$ cat config.mk
export PLATFORM = sky130hd
export DESIGN_NAME = axi2iob
export DESIGN_NICKNAME = d
export VERILOG_FILES = /design/src/rtl/axi2iob.sv
export SDC_FILE = /design/constraint.sdc
export NUM_CORES = 1
export LEC_CHECK = 0
export BUFFER_PORTS_ARGS = -buffer_cell sky130_fd_sc_hd__buf_2
export CORE_MARGIN = 2
export CORE_UTILIZATION = 45
export CTS_BUF_LIST = sky130_fd_sc_hd__clkbuf_8
export DETAILED_ROUTE_END_ITERATION = 16
export PLACE_DENSITY_LB_ADDON = 0.12
export SETUP_SLACK_MARGIN = 0.5
export SLEW_MARGIN = 10
export SYNTH_ARGS = -nofsm -noshare
export SYNTH_HDL_FRONTEND = slang
export SYNTH_SLANG_ARGS = --single-unit
export TNS_END_PERCENT = 10
$ cat constraint.sdc
create_clock -name clk_i -period 7.95 [get_ports clk_i]
set_input_delay 1.59 -clock clk_i [delete_from_list [all_inputs] [get_ports clk_i]]
set_output_delay 1.59 -clock clk_i [all_outputs]
set_load 0.02 [all_outputs]
$ cat src/rtl/axi2iob.sv
// ---------------------------------------------------------------------------
// axi2iob -- AXI4 slave to IOb-bus master bridge.
//
// Lets an AXI master reach IOb-native peripherals and memories. Each AXI INCR
// burst is split into single-word IOb accesses. Only one transaction (read or
// write) is in flight at a time; AW and AR are arbitrated round-robin,
// starting with write after reset.
//
// Ports:
//   clk_i, cke_i, rst_i        clock, clock enable (state holds when low),
//                              synchronous active-high reset
//   axi_aw*/axi_ar*            AXI write/read address channels (id, addr,
//                              len, burst, valid/ready)
//   axi_w*                     AXI write data channel
//   axi_b*                     AXI write response channel
//   axi_r*                     AXI read data channel
//   iob_avalid_o, iob_addr_o,
//   iob_wdata_o, iob_wstrb_o   IOb request (wstrb == 0 means read)
//   iob_rdata_i, iob_rvalid_i,
//   iob_ready_i                IOb response
//
// Build option:
//   AXI2IOB_FIXED_BURST_EN     when defined, a FIXED (2'b00) burst keeps the
//                              start address for every beat; otherwise every
//                              burst type is handled as INCR.
// ---------------------------------------------------------------------------
module axi2iob #(
    parameter int ADDR_WIDTH   = 32,
    parameter int DATA_WIDTH   = 32,
    parameter int STRB_WIDTH   = DATA_WIDTH / 8,
    parameter int AXI_ID_WIDTH = 8
) (
    input  logic                    clk_i,
    input  logic                    cke_i,
    input  logic                    rst_i,

    input  logic [AXI_ID_WIDTH-1:0] axi_awid_i,
    input  logic [ADDR_WIDTH-1:0]   axi_awaddr_i,
    input  logic [7:0]              axi_awlen_i,
    input  logic [1:0]              axi_awburst_i,
    input  logic                    axi_awvalid_i,
    output logic                    axi_awready_o,

    input  logic [AXI_ID_WIDTH-1:0] axi_arid_i,
    input  logic [ADDR_WIDTH-1:0]   axi_araddr_i,
    input  logic [7:0]              axi_arlen_i,
    input  logic [1:0]              axi_arburst_i,
    input  logic                    axi_arvalid_i,
    output logic                    axi_arready_o,

    input  logic [DATA_WIDTH-1:0]   axi_wdata_i,
    input  logic [STRB_WIDTH-1:0]   axi_wstrb_i,
    input  logic                    axi_wlast_i,
    input  logic                    axi_wvalid_i,
    output logic                    axi_wready_o,

    output logic [AXI_ID_WIDTH-1:0] axi_bid_o,
    output logic [1:0]              axi_bresp_o,
    output logic                    axi_bvalid_o,
    input  logic                    axi_bready_i,

    output logic [AXI_ID_WIDTH-1:0] axi_rid_o,
    output logic [DATA_WIDTH-1:0]   axi_rdata_o,
    output logic [1:0]              axi_rresp_o,
    output logic                    axi_rlast_o,
    output logic                    axi_rvalid_o,
    input  logic                    axi_rready_i,

    output logic                    iob_avalid_o,
    output logic [ADDR_WIDTH-1:0]   iob_addr_o,
    output logic [DATA_WIDTH-1:0]   iob_wdata_o,
    output logic [STRB_WIDTH-1:0]   iob_wstrb_o,
    input  logic [DATA_WIDTH-1:0]   iob_rdata_i,
    input  logic                    iob_rvalid_i,
    input  logic                    iob_ready_i
);

    typedef enum logic [2:0] {
        IDLE,
        W_DATA,
        W_RESP,
        R_REQ,
        R_WAIT,
        R_DATA
    } state_t;

    localparam logic [1:0] RESP_OKAY   = 2'b00;
    localparam logic [1:0] RESP_SLVERR = 2'b10;

    state_t                  state_q;
    state_t                  state_d;

    logic                    grant_r_q;   // 1: most recent grant went to read
    logic [AXI_ID_WIDTH-1:0] id_q;
    logic [ADDR_WIDTH-1:0]   cur_addr_q;
    logic [7:0]              len_q;
    logic [7:0]              beat_cnt_q;
    logic [DATA_WIDTH-1:0]   rdata_q;
    logic [1:0]              bresp_q;

    logic                    aw_grant;
    logic                    ar_grant;
    logic                    w_has_strb;
    logic                    w_hs;
    logic                    w_end;
    logic                    r_hs;
    logic                    beat_last;
    logic [ADDR_WIDTH-1:0]   addr_next;

    // ------------------------------------------------------------------
    // Shared strobes (ungated by cke_i; state only advances when it is high)
    // ------------------------------------------------------------------
    assign aw_grant   = (state_q == IDLE) & axi_awvalid_i & (~axi_arvalid_i | grant_r_q);
    assign ar_grant   = (state_q == IDLE) & axi_arvalid_i & ~aw_grant;
    assign w_has_strb = |axi_wstrb_i;
    // A zero-strobe beat is swallowed locally: IOb would see it as a read.
    assign w_hs       = (state_q == W_DATA) & axi_wvalid_i & (w_has_strb ? iob_ready_i : 1'b1);
    assign beat_last  = (beat_cnt_q == len_q);
    assign w_end      = w_hs & (axi_wlast_i | beat_last);
    assign r_hs       = (state_q == R_DATA) & axi_rready_i;

`ifdef AXI2IOB_FIXED_BURST_EN
    logic [1:0] burst_q;

    always_ff @(posedge clk_i) begin
        if (cke_i) begin
            if (rst_i) begin
                burst_q <= '0;
            end else if (aw_grant) begin
                burst_q <= axi_awburst_i;
            end else if (ar_grant) begin
                burst_q <= axi_arburst_i;
            end
        end
    end

    assign addr_next = (burst_q == 2'b00) ? cur_addr_q
                                          : cur_addr_q + ADDR_WIDTH'(STRB_WIDTH);
`else
    logic unused_burst;

    assign unused_burst = ^{axi_awburst_i, axi_arburst_i};
    assign addr_next    = cur_addr_q + ADDR_WIDTH'(STRB_WIDTH);
`endif

    // ------------------------------------------------------------------
    // State register
    // ------------------------------------------------------------------
    always_ff @(posedge clk_i) begin
        if (cke_i) begin
            if (rst_i) begin
                state_q <= IDLE;
            end else begin
                state_q <= state_d;
            end
        end
    end

    // ------------------------------------------------------------------
    // Next-state logic
    // ------------------------------------------------------------------
    always_comb begin
        state_d = state_q;
        case (state_q)
            IDLE: begin
                if (aw_grant) begin
                    state_d = W_DATA;
                end else if (ar_grant) begin
                    state_d = R_REQ;
                end
            end
            W_DATA: begin
                if (w_end) begin
                    state_d = W_RESP;
                end
            end
            W_RESP: begin
                if (axi_bready_i) begin
                    state_d = IDLE;
                end
            end
            R_REQ: begin
                if (iob_ready_i) begin
                    state_d = R_WAIT;
                end
            end
            R_WAIT: begin
                if (iob_rvalid_i) begin
                    state_d = R_DATA;
                end
            end
            R_DATA: begin
                if (r_hs) begin
                    state_d = beat_last ? IDLE : R_REQ;
                end
            end
            default: state_d = IDLE;
        endcase
    end

    // ------------------------------------------------------------------
    // Datapath registers
    // ------------------------------------------------------------------
    always_ff @(posedge clk_i) begin
        if (cke_i) begin
            if (rst_i) begin
                grant_r_q  <= 1'b1;   // first contested grant goes to write
                id_q       <= '0;
                cur_addr_q <= '0;
                len_q      <= '0;
                beat_cnt_q <= '0;
                rdata_q    <= '0;
                bresp_q    <= RESP_OKAY;
            end else begin
                if (aw_grant) begin
                    id_q       <= axi_awid_i;
                    cur_addr_q <= axi_awaddr_i;
                    len_q      <= axi_awlen_i;
                    beat_cnt_q <= '0;
                    grant_r_q  <= 1'b0;
                end else if (ar_grant) begin
                    id_q       <= axi_arid_i;
                    cur_addr_q <= axi_araddr_i;
                    len_q      <= axi_arlen_i;
                    beat_cnt_q <= '0;
                    grant_r_q  <= 1'b1;
                end

                if (w_hs) begin
                    cur_addr_q <= addr_next;
                    beat_cnt_q <= beat_cnt_q + 8'd1;
                end

                // Early or missing wlast versus the announced length is an error.
                if (w_end) begin
                    bresp_q <= (axi_wlast_i != beat_last) ? RESP_SLVERR : RESP_OKAY;
                end

                if ((state_q == R_WAIT) && iob_rvalid_i) begin
                    rdata_q <= iob_rdata_i;
                end

                if (r_hs && !beat_last) begin
                    cur_addr_q <= addr_next;
                    beat_cnt_q <= beat_cnt_q + 8'd1;
                end
            end
        end
    end

    // ------------------------------------------------------------------
    // Outputs. Handshake signals are qualified with cke_i so that no
    // transfer can be signalled in a cycle where the bridge cannot act on it.
    // ------------------------------------------------------------------
    always_comb begin
        axi_awready_o = 1'b0;
        axi_arready_o = 1'b0;
        axi_wready_o  = 1'b0;
        axi_bid_o     = '0;
        axi_bresp_o   = RESP_OKAY;
        axi_bvalid_o  = 1'b0;
        axi_rid_o     = '0;
        axi_rdata_o   = '0;
        axi_rresp_o   = RESP_OKAY;
        axi_rlast_o   = 1'b0;
        axi_rvalid_o  = 1'b0;
        iob_avalid_o  = 1'b0;
        iob_addr_o    = '0;
        iob_wdata_o   = '0;
        iob_wstrb_o   = '0;

        case (state_q)
            IDLE: begin
                axi_awready_o = cke_i & aw_grant;
                axi_arready_o = cke_i & ar_grant;
            end
            W_DATA: begin
                iob_avalid_o = cke_i & axi_wvalid_i & w_has_strb;
                iob_addr_o   = cur_addr_q;
                iob_wdata_o  = axi_wdata_i;
                iob_wstrb_o  = axi_wstrb_i;
                axi_wready_o = cke_i & (w_has_strb ? iob_ready_i : 1'b1);
            end
            W_RESP: begin
                axi_bvalid_o = cke_i;
                axi_bid_o    = id_q;
                axi_bresp_o  = bresp_q;
            end
            R_REQ: begin
                iob_avalid_o = cke_i;
                iob_addr_o   = cur_addr_q;
            end
            R_DATA: begin
                axi_rvalid_o = cke_i;
                axi_rid_o    = id_q;
                axi_rdata_o  = rdata_q;
                axi_rlast_o  = beat_last;
            end
            default: ;
        endcase
    end

endmodule
==> metrics.md, run 1 <==
| Metric | Value |
|---|---|
| Sw Share | 30.3% |
| Area Overhead vs Synth | 29.6% |
| Crit path depth | 5 |
| Worst Setup End Kind | output port |
| Pleak | 3.57 nW |
| Root Driver | clkbuf_8 |
| Initial Util | 45.7% |
| Global route overflow | 0 |
| Setup slack at placement | 3.28 ns |
| Bufs and invs on worst path | 2 |
| Post-CTS resize count | 0 |
| HPWL after DPL | 12.9 mm |
| Syn avg cell area | 9.27 um^2 |
| Setup crit start kind | primary input |
| H-tree depth | 3 |
| Worst r2r dst | cur_addr_q[23] |
| Longest Clk Path Bufs | 2 |
| FF+latch count, synth | 93 |
| Core Region | 13100 um^2 |
| FF-to-FF path depth | 7 |
| Max frequency | 0.214 GHz |
| Unrepaired setup endpoints after global routing | false |
| Post-CTS Hold Fix Bufs | 0 |
| CP Cell Sequence | buf_2, nand2b_1, and3_2, and2_1, buf_2 |
| Sequential fraction of the synthesis area | 46.5% |
| Critical Path Fanout Max | 50 |
| Setup slack, reg-to-reg | 4.10 ns |
| Detailed Route WL | 17.7 mm |
| Internal Power | 0.841 mW |
| Die area | 14300 um^2 |
| Layout cell share with drive strength beyond 1 | 36.0% |
| Crit path launch | axi_arvalid_i |
| CP Data Required Time | 6.36 ns |
| Ant. Diodes | 0 |
| Final setup vio count | 0 |
| Pwr/cell area | 155 nW/um^2 |
| Post-layout minimum cycle time | 4.67 ns |
| Drt via density | 5.24 |
| First-pass DRT Iterations | 5 |
| Crit path largest cell delay | 0.84 ns |
| Clock Skews | 0.00952 ns |
| Gpl congestion | 0.831 |
| GRT Resource Usage Total | 24.0% |
| Reg-to-reg startpoint | state_q[1] |
| Fill count | 1208 |
| Cell repeated most along the worst path | buf_2 |
| Worst slew margin | 25.8% |
| DR vias | 5725 |
| CTS Buf Count | 9 |
| Worst EP arrival | 3.08 ns |
| Largest net degree at the start of global routing | 98 |
| Critical path class | in2out |
| Postcts setup bufs | 0 |
| Ys Warns | 0 |
| Critical path's top delay family | simple AND/OR/NAND/NOR gates |
| Flop pwr share | 50.4% |
| Syn Std Cell Area | 6010 um^2 |
| Sw Pwr | 0.365 mW |
| Clock transition at path regs | 0.09 ns |
| Fin crit share | 58.7% |
| Total negative slack | 0 ns |
| Post-DRT Antenna Nets | 0 |
| IO Count | 306 |
| Drt drc | 0 |
| Vias in the first global route | 5420 |
| Fin worst setup slack | 3.28 ns |
| Maximum VDD drop | 0.0756 mV |
| Row count | 42 |
| Part of the power in combinational logic | 21.1% |
| End point of the critical path | axi_awready_o |
| Nets | 1093 |
| Clock power share | 28.5% |
| Initial DRC count | 327 |
| Most frequent cells in the layout | buf_2, and2_1, nand2_1 |
| Slew Viols, Final | 0 |
| Die extent in y | 120 um |
| Least-Margin Pin Slew | 1.11 ns |
| CTS tree | done |
| Slowest stage cell, crit path | and3_2 |
| Worst-Skew Late Latency | 0.37 ns |
| Endpoints failing hold | 0 |
| Max Cap Viol | 0 |
| Wire per inst | 16.2 um |
| First-pass GRT wire length | 27.2 mm |
| Worst min path class | reg2reg |
| Run status | complete, no violations |
| Post-Syn Instances | 648 |
| Commonest non-fill, non-tap cell in the layout | buf_2 |
| Port Buf Inserts | 298 |
| Antenna violations before repair | 0 |
| Die Wd | 120 um |
| Num Clock Sinks | 93 |
| Distinct cells, synth | 44 |
==> Yosys cell counts <==
cell type / instances / share of area (%)
a221oi_1: 2 / 0.29
a311oi_1: 14 / 2.0
a21oi_1: 49 / 4.1
buf_4: 3 / 0.37
or3_1: 3 / 0.31
a41o_1: 16 / 2.7
and2_1: 119 / 12
nor4_1: 7 / 0.73
and3_1: 6 / 0.63
xor2_1: 22 / 3.2
o21ai_0: 2 / 0.17
clkbuf_1: 40 / 2.5
buf_1: 2 / 0.13
buf_2: 9 / 0.75
nor2b_1: 35 / 3.6
inv_1: 4 / 0.25
or2_2: 2 / 0.21
nand2_1: 117 / 7.3
a21o_1: 1 / 0.13
a21boi_0: 2 / 0.25
nor3_1: 19 / 1.6
nor2_1: 6 / 0.37
nand2b_1: 2 / 0.21
o211a_1: 2 / 0.33
a211oi_1: 2 / 0.25
and3b_1: 2 / 0.29
buf_6: 1 / 0.19
nand4_1: 9 / 0.94
and2_2: 1 / 0.13
nand3b_1: 1 / 0.13
conb_1: 1 / 0.062
edfxtp_1: 93 / 47
and4_2: 1 / 0.17
and4_1: 4 / 0.58
nand3_1: 15 / 1.2
mux2i_1: 1 / 0.17
nand4_2: 1 / 0.21
xnor2_1: 19 / 2.8
or2_0: 1 / 0.10
a31oi_1: 2 / 0.21
o21a_1: 3 / 0.37
ha_1: 3 / 0.63
o211ai_1: 1 / 0.13
nor3b_1: 3 / 0.37
==> power by group through the flow <==
stage          clock network, mW  logic [mW]  registers (mW)
6_report                   0.343       0.255           0.608
5_1_grt                    0.367       0.281           0.612
4_1_cts                    0.352       0.256           0.608
3_5_place_dp                   0       0.255           0.619
3_3_place_gp                   0       0.251           0.618
2_1_floorplan                  0       0.161           0.610
==> registers in the layout (all words and copies together), names as in the netlist <==
register,cells
cur_addr_q,32
rdata_q,32
beat_cnt_q,8
id_q,8
len_q,8
state_q,3
bresp_q,1
grant_r_q,1
==> layer usage <==
metal / GRT usage, % / wire [um] / vias up
met5: 0 / 0 / -
met4: 7.72 / 353 / 0
met3: 4.13 / 1110 / 30
met2: 42.4 / 9040 / 219
met1: 30.0 / 7160 / 2693
li1: - / - / 2783
==> how the worst min path moves through the flow <==
stage	startpoint	slack, ns	end	cells past startpoint
6_report	beat_cnt_q[0]	0.68	beat_cnt_q[0]	1
5_1_grt	beat_cnt_q[0]	0.73	beat_cnt_q[0]	1
4_1_cts	beat_cnt_q[0]	0.70	beat_cnt_q[0]	1
3_5_place_dp	beat_cnt_q[0]	0.68	beat_cnt_q[0]	1
3_3_place_gp	beat_cnt_q[0]	0.67	beat_cnt_q[0]	1
2_1_floorplan	beat_cnt_q[0]	0.63	beat_cnt_q[0]	1
==> layout make-up <==
cell class                      instances  area (um^2)  share of cell area (%)
Multi-Input combinational cell        498         2990                    38.4
Clock inverter                          7         88.8                    1.14
Timing Repair Buffer                  305         1550                    20.0
Clock buffer                            9          124                    1.59
Inverter                                4         15.0                   0.193
Sequential cell                        93         2790                    35.9
Tap cell                              176          220                    2.83
==> metrics by stage <==
step / hold slack (ns) / cells / cell area [um^2] / power (mW) / utilization [%]
5_1_grt: 0.727 / 1092 / 7790 / 1.26 / 59.3
2_1_floorplan: 0.632 / 650 / 6010 / 0.771 / -
6_report: 0.685 / 1092 / 7790 / 1.21 / 59.3
4_1_cts: 0.695 / 1091 / 7770 / 1.22 / 59.2
3_3_place_gp: 0.674 / 1075 / 7560 / 0.869 / 57.5
3_5_place_dp: 0.681 / 1075 / 7560 / 0.874 / 57.5
==> logic make-up (layout without fill, tap and decap cells) <==
logic type      after synthesis  in the layout  synth area share [%]
buf+inv                      59            325                  4.19
mux                           1              1                 0.167
simple gates                354            354                  31.6
other cells                   1              3                0.0624
flops                        93             93                  46.5
compound gates               96             96                  10.9
xor+xnor                     41             41                  5.98
fa+ha+maj                     3              3                 0.625
(Power assumes the default switching activity.)
==> run 2, diff against run 1 <==
Settings changed: ABC_AREA set to 1, CORE_UTILIZATION 45 to 44.
Clock period 7.95 ns to 4.09 ns, I/O delays scaled along.
==> run 2 against run 1 <==
Effect of this change:
- design area increased by 6.0%
- non-clock buffer count decreased by 2
- register-to-register slack got worse by 2.9 ns
- critical path type is now reg2out
==> metrics.md, run 2 <==
| Metric | Value |
|---|---|
| Crit path launch | state_q[2] |
| Post-CTS resize count | 0 (unchanged) |
| Synth Area in Compound Gates | 6.15% (-4.8 points) |
| Sequential fraction of the synthesis area | 43.3% (-3.2 points) |
| Post-CTS Hold Fix Bufs | 0 (unchanged) |
| Num Clock Sinks | 93 (unchanged) |
| Total negative slack | 0 ns (unchanged) |
| Longest Clk Path Bufs | 2 (unchanged) |
| Nets | 1400 (+28%) |
| Core Region | 14400 um^2 (+9.8%) |
| Fin cells | 1407 (+29%) |
| Reg-to-reg startpoint | state_q[2] |
| Fill count | 1499 (+24%) |
| Most frequent cells in the layout | buf_2, nor2_1, nand2_1 |
| Internal Power | 1.63 mW (+94%) |
| Top cells by area, synth | edfxtp_1, nor2_1, nand2_1, inv_1, xor2_1 |
| Initial DRC count | 360 (+10%) |
| Ant. Diodes | 0 (unchanged) |
| Area Overhead vs Synth | 28.0% |
| Largest net degree at the start of global routing | 44 (-55%) |
| Part of the power in combinational logic | 25.3% (+4.2 points) |
| Pwr/cell area | 293 nW/um^2 (+89%) |
| Share of synthesized cell area in and, or, nand and nor gates | 32.7% (+1.1 points) |
| Routed met2 length | 9.32 mm (+3.1%) |
| Pleak | 4.62 nW (+30%) |
| H-tree depth | 3 (unchanged) |
| Synth Area in Adders | 0.582% (-0.043 points) |
| IO Count | 306 (unchanged) |
| Worst-Skew Late Latency | 0.38 ns (about the same) |
| Flop pwr share | 48.8% (-1.6 points) |
| Setup slack at placement | 1.11 ns (-2.17 ns) |
| Synth Area in XOR/XNOR | 3.67% (-2.3 points) |
| Max frequency | 0.304 GHz |
| Met1 wire length | 7.70 mm (+7.5%) |
| Wire per inst | 13.2 um (-18%) |
| Fin Hold WS | 0.650 ns (-0.0346 ns) |
| Max Cap Viol | 0 (unchanged) |
| Run status | complete, no violations |
| Post-synth top area cell | edfxtp_1 |
| Post-layout minimum cycle time | 3.29 ns |
| Port Buf Inserts | 298 (unchanged) |
| Commonest non-fill, non-tap cell in the layout | buf_2 |
| CTS tree | done |
| Detailed Route WL | 18.6 mm (+5.4%) |
| First-pass GRT wire length | 29.6 mm (+8.8%) |
| GRT Resource Usage Total | 23.5% (-0.49 points) |
| Gpl congestion | 0.889 (+6.9%) |
| Worst EP arrival | 2.47 ns (-0.61 ns) |
| Worst r2r dst | beat_cnt_q[5] |
| End point of the critical path | iob_wdata_o[6] |
| Maximum VDD drop | 0.183 mV (+140%) |
| Fin crit share | 80.3% |
| Global route overflow | 0 (unchanged) |
| DR vias | 6501 (+14%) |
| FF+latch count, synth | 93 (unchanged) |
| Die area | 15600 um^2 (+9.5%) |
| Drt via density | 4.62 (-12%) |
| Area occupied by multi-input gates | 2820 um^2 (-5.9%) |
| Least-Margin Pin Slew | 1.02 ns (-0.0922 ns) |
| Final setup vio count | 0 (unchanged) |
| Final Core Density | 57.2% (-2.0 points) |
| Layout cell share with drive strength beyond 1 | 27.8% (-8.2 points) |
| FF-to-FF path depth | 9 (+2) |
| Multiplexer share of the synthesized area | 0% (-0.17 points) |
| Endpoints failing hold | 0 (unchanged) |
| Unrepaired setup endpoints after global routing | false |
| Worst Setup End Kind | output port |
| Post-Syn Instances | 940 (+45%) |
| Syn avg cell area | 6.86 um^2 (-26%) |
| Setup slack, reg-to-reg | 1.15 ns (-2.95 ns) |
| Setup crit start kind | register |
| Ys Warns | 0 (unchanged) |
| Syn Std Cell Area | 6450 um^2 (+7.4%) |
| Fin worst setup slack | 0.804 ns (-2.48 ns) |
| Biggest regs | cur_addr_q: 32 flops, rdata_q: 32 flops |
| HPWL after DPL | 14.2 mm (+9.8%) |
| Predominant post-synthesis flop cell | edfxtp_1 |
| Critical Path Fanout Max | 37 (-26%) |
| Share of the synthesized area in the top cell type | 43.3% (-3.2 points) |
| Row count | 44 (+4.8%) |
| CTS Buf Count | 9 (unchanged) |
| Cell area after placement | 8070 um^2 (+6.7%) |
| Met3 wire length | 1.28 mm (+15%) |
| Worst slew margin | 31.8% (+6.0 points) |
| Post-DRT Antenna Nets | 0 (unchanged) |
| First-pass DRT Iterations | 5 (unchanged) |
| CP Data Required Time | 3.27 ns (-3.09 ns) |
| Placed cells | 1391 (+29%) |
| Count leader, synth | nor2_1 |
| Antenna violations before repair | 0 (unchanged) |
| Clock transition at path regs | 0.09 ns (about the same) |
| Clock power share | 25.9% (-2.6 points) |
| Root Driver | clkbuf_8 |
| Hold Crit Depth | 1 (unchanged) |
| Sequential Area | 2790 um^2 (unchanged) |
| Postcts setup bufs | 0 (unchanged) |
| Critical path class | reg2out |
| Post-synth ARST share | 0% (unchanged) |
| Fin area | 8260 um^2 (+6.0%) |
| Total power | 2.42 mW (+100%) |
| EDFF count, synth | 93 (unchanged) |
| Slew Viols, Final | 0 (unchanged) |
| Worst min path class | reg2reg |
| Largest family of logic cells by synthesized area | simple AND/OR/NAND/NOR gates |
| Clock Skews | 0.00854 ns (-0.000974 ns) |
| Initial Util | 44.7% (-1.0 points) |
| Vias in the first global route | 6138 (+13%) |
| Synth cell count leaders | nor2_1, nand2_1, inv_1 |
| Sw Pwr | 0.785 mW (+110%) |
| Die extent in y | 125 um (+4.6%) |
| Die Wd | 125 um (+4.6%) |
| Distinct cells, synth | 30 (-32%) |
| Sw Share | 32.5% (+2.2 points) |
| DR top layer | met4 |
| Drt drc | 0 (unchanged) |
run 2: logic make-up (layout without fill, tap and decap cells):
| group | after synthesis | after routing |
|---|---|---|
| buffers and inverters | 224 | 505 |
| DFF | 93 | 93 |
| AOI/OAI and AO/OA | 61 | 61 |
| xor gates and xnor gates | 27 | 27 |
| and+or+nand+nor | 531 | 531 |
| adders and majority gates | 3 | 3 |
| other | 1 | 3 |
run 2: power groups by stage:
stage / sequential (mW) / clock, mW / combinational, mW
finish: 1.18 / 0.627 / 0.612
global route: 1.19 / 0.674 / 0.690
CTS: 1.18 / 0.646 / 0.620
detailed placement: 1.20 / 0 / 0.617
global placement: 1.20 / 0 / 0.610
floorplan: 1.19 / 0 / 0.401
run 2: how the worst min path moves through the flow:
stage / from / end / slack, ns
global route: beat_cnt_q[0] / beat_cnt_q[0] / 0.68
floorplan: beat_cnt_q[0] / beat_cnt_q[0] / 0.60
finish: beat_cnt_q[0] / beat_cnt_q[0] / 0.65
detailed placement: cur_addr_q[1] / cur_addr_q[1] / 0.64
global placement: cur_addr_q[0] / cur_addr_q[0] / 0.63
CTS: beat_cnt_q[0] / beat_cnt_q[0] / 0.66
run 2: cell type report:
class / instances / share of cell area (%)
inverter: 186 / 8.46
clock buffer: 9 / 1.50
clock inverter: 7 / 0.818
sequential: 93 / 33.8
timing repair buffer: 303 / 18.5
tap: 184 / 2.79
multi-input combinational: 625 / 34.1
run 2: routing by layer:
metal / global-route usage (%) / up-vias
met3: 5.73 / 22
li1: - / 3392
met1: 28.2 / 2875
met2: 41.6 / 212
met4: 7.58 / 0
met5: 0 / -
run 2: critical path: stages (launching register included):
cell and delay [ns]:
edfxtp_1 0.50, inv_2 0.14, nand2_2 0.40, nor2_1 0.37
inv_2 0.30, nor2_1 0.18, buf_2 0.19
==> run 3, diff against run 2 <==
Settings changed: CORE_UTILIZATION 44 to 45.
Clock period 4.09 ns to 3.4 ns, I/O delays scaled along.
==> run 3 against run 2 <==
Effect of this change:
- total power rose by 24%
- clock power increased by 33%
- count of clock-buffer cells in the layout is the same
- combinational power rose by 21%
==> metrics.md, run 3 (synthesized netlist as in run 2, its figures left out) <==
| Metric | Value |
|---|---|
| Final Core Density | 59.6% (+2.4 points) |
| Core Region | 13900 um^2 (-3.4%) |
| First-pass GRT wire length | 28.8 mm (-2.8%) |
| Die extent in y | 124 um (-1.1%) |
| Nets | 1404 (+0.29%) |
| Post-CTS resize count | 0 (unchanged) |
| Initial DRC count | 429 (+19%) |
| HPWL after DPL | 14.1 mm (-0.40%) |
| Die Wd | 124 um (-1.1%) |
| Fin cells | 1407 (unchanged) |
| Placed cells | 1391 (unchanged) |
| Vias in the first global route | 5947 (-3.1%) |
| Fin crit share | 79.9% |
| CP Data Required Time | 2.72 ns (-0.55 ns) |
| Crit path largest cell delay | 0.49 ns (about the same) |
| Commonest non-fill, non-tap cell in the layout | buf_2 |
| Final setup vio count | 0 (unchanged) |
| Fill count | 1339 (-11%) |
| IO Count | 306 (unchanged) |
| Post-DRT Antenna Nets | 0 (unchanged) |
| Run status | complete, no violations |
| Pleak | 4.65 nW (+0.52%) |
| Clock Skews | 0.00910 ns (+0.000562 ns) |
| Root Driver | clkbuf_8 |
| Antenna violations before repair | 0 (unchanged) |
| Max Cap Viol | 0 (unchanged) |
| Longest Clk Path Bufs | 2 (unchanged) |
| Max frequency | 0.368 GHz |
| Pwr/cell area | 361 nW/um^2 (+23%) |
| Fin worst setup slack | 0.684 ns (-0.120 ns) |
| Total negative slack | 0 ns (unchanged) |
| Critical Path Fanout Max | 37 (unchanged) |
| Slew Viols, Final | 0 (unchanged) |
| Area Overhead vs Synth | 28.9% |
| Worst min path class | in2reg |
| Bufs and invs on worst path | 3 (unchanged) |
| DR vias | 6543 (+0.65%) |
| Detailed Route WL | 18.6 mm (-0.22%) |
| Num Clock Sinks | 93 (unchanged) |
| GRT Resource Usage Total | 24.3% (+0.77 points) |
| Drt drc | 0 (unchanged) |
| Least-Margin Pin Slew | 0.946 ns (-0.0750 ns) |
| Initial Util | 46.3% (+1.6 points) |
| Worst slew margin | 36.9% (+5.1 points) |
| CP Cell Sequence | inv_2, nand2_2, nor2_1, inv_2, nor2_1, buf_2 |
| Ant. Diodes | 0 (unchanged) |
| Layout cell share with drive strength beyond 1 | 28.1% (+0.32 points) |
| Drt via density | 4.65 (+0.65%) |
| Critical path's top delay family | buffers and inverters |
| Post-CTS Hold Fix Bufs | 0 (unchanged) |
| Setup slack at placement | 0.610 ns (-0.503 ns) |
| Row count | 43 (-2.3%) |
| Largest net degree at the start of global routing | 45 (+2.3%) |
| Die area | 15300 um^2 (-2.1%) |
| Critical path class | reg2out |
| Maximum VDD drop | 0.328 mV (+80%) |
| CTS tree | done |
| Global route overflow | 0 (unchanged) |
| Postcts setup bufs | 0 (unchanged) |
| Clock transition at path regs | 0.10 ns (about the same) |
| Worst EP arrival | 2.04 ns (-0.43 ns) |
| H-tree depth | 3 (unchanged) |
| CTS Buf Count | 9 (unchanged) |
| Post-layout minimum cycle time | 2.72 ns |
| Gpl congestion | 0.892 (+0.34%) |
| Unrepaired setup endpoints after global routing | false |
| Most frequent cells in the layout | buf_2, nor2_1, nand2_1 |
| Worst Setup End Kind | output port |
| Port Buf Inserts | 298 (unchanged) |
| Biggest regs | cur_addr_q: 32 flops, rdata_q: 32 flops |
| Wire per inst | 13.2 um (-0.22%) |
| Worst-Skew Late Latency | 0.38 ns (about the same) |
| Slowest stage cell, crit path | edfxtp_1 |
| Setup crit start kind | register |
| First-pass DRT Iterations | 5 (unchanged) |
| Endpoints failing hold | 0 (unchanged) |
-- run 3: final timing paths --
check / from / end / slack (ns) / depth (start not counted)
min reg2reg: beat_cnt_q[0] / beat_cnt_q[0] / 0.65 / 1
min: iob_rdata_i[29] / rdata_q[29] / 0.57 / 3
max reg2reg: beat_cnt_q[3] / cur_addr_q[24] / 0.76 / 8
max: state_q[2] / iob_wstrb_o[0] / 0.68 / 6
-- run 3: report_power, final --
group	total (mW)	switching [mW]	internal, mW
Combinational	0.742	0.476	0.266
Clock	0.837	0.420	0.417
Sequential	1.42	0.0542	1.36
-- run 3: per-stage QoR --
stage | hold WS, ns | instance area [um^2] | power (mW)
after CTS | 0.556 | 8310 | 3.02
final | 0.575 | 8310 | 3.00
after global routing | 0.565 | 8310 | 3.16
after global placement | 0.627 | 8090 | 2.18
after detailed placement | 0.639 | 8090 | 2.19
after floorplan | 0.604 | 6470 | 1.91
-- run 3: area by class of cell --
class	count	area (um^2)	share of cell area [%]
multi-input cells	625	2820	33.9
well taps	180	225	2.71
repair buffers	307	1560	18.8
clock buffers	9	124	1.49
inverters	186	698	8.40
flip-flops and latches	93	2790	33.6
clock inverters	7	97.6	1.17
-- run 3: layer usage --
layer	global-route usage [%]	wire length [um]	vias up
met3	7.01	1450	23
met1	29.1	7550	2918
met2	43.1	9290	202
li1	-	-	3400
met5	0	0	-
met4	5.75	283	0
-- run 3: worst min-delay path, stage by stage --
cell    delay [ns]
buf_2         0.07
inv_1         0.03
nor2_1        0.06
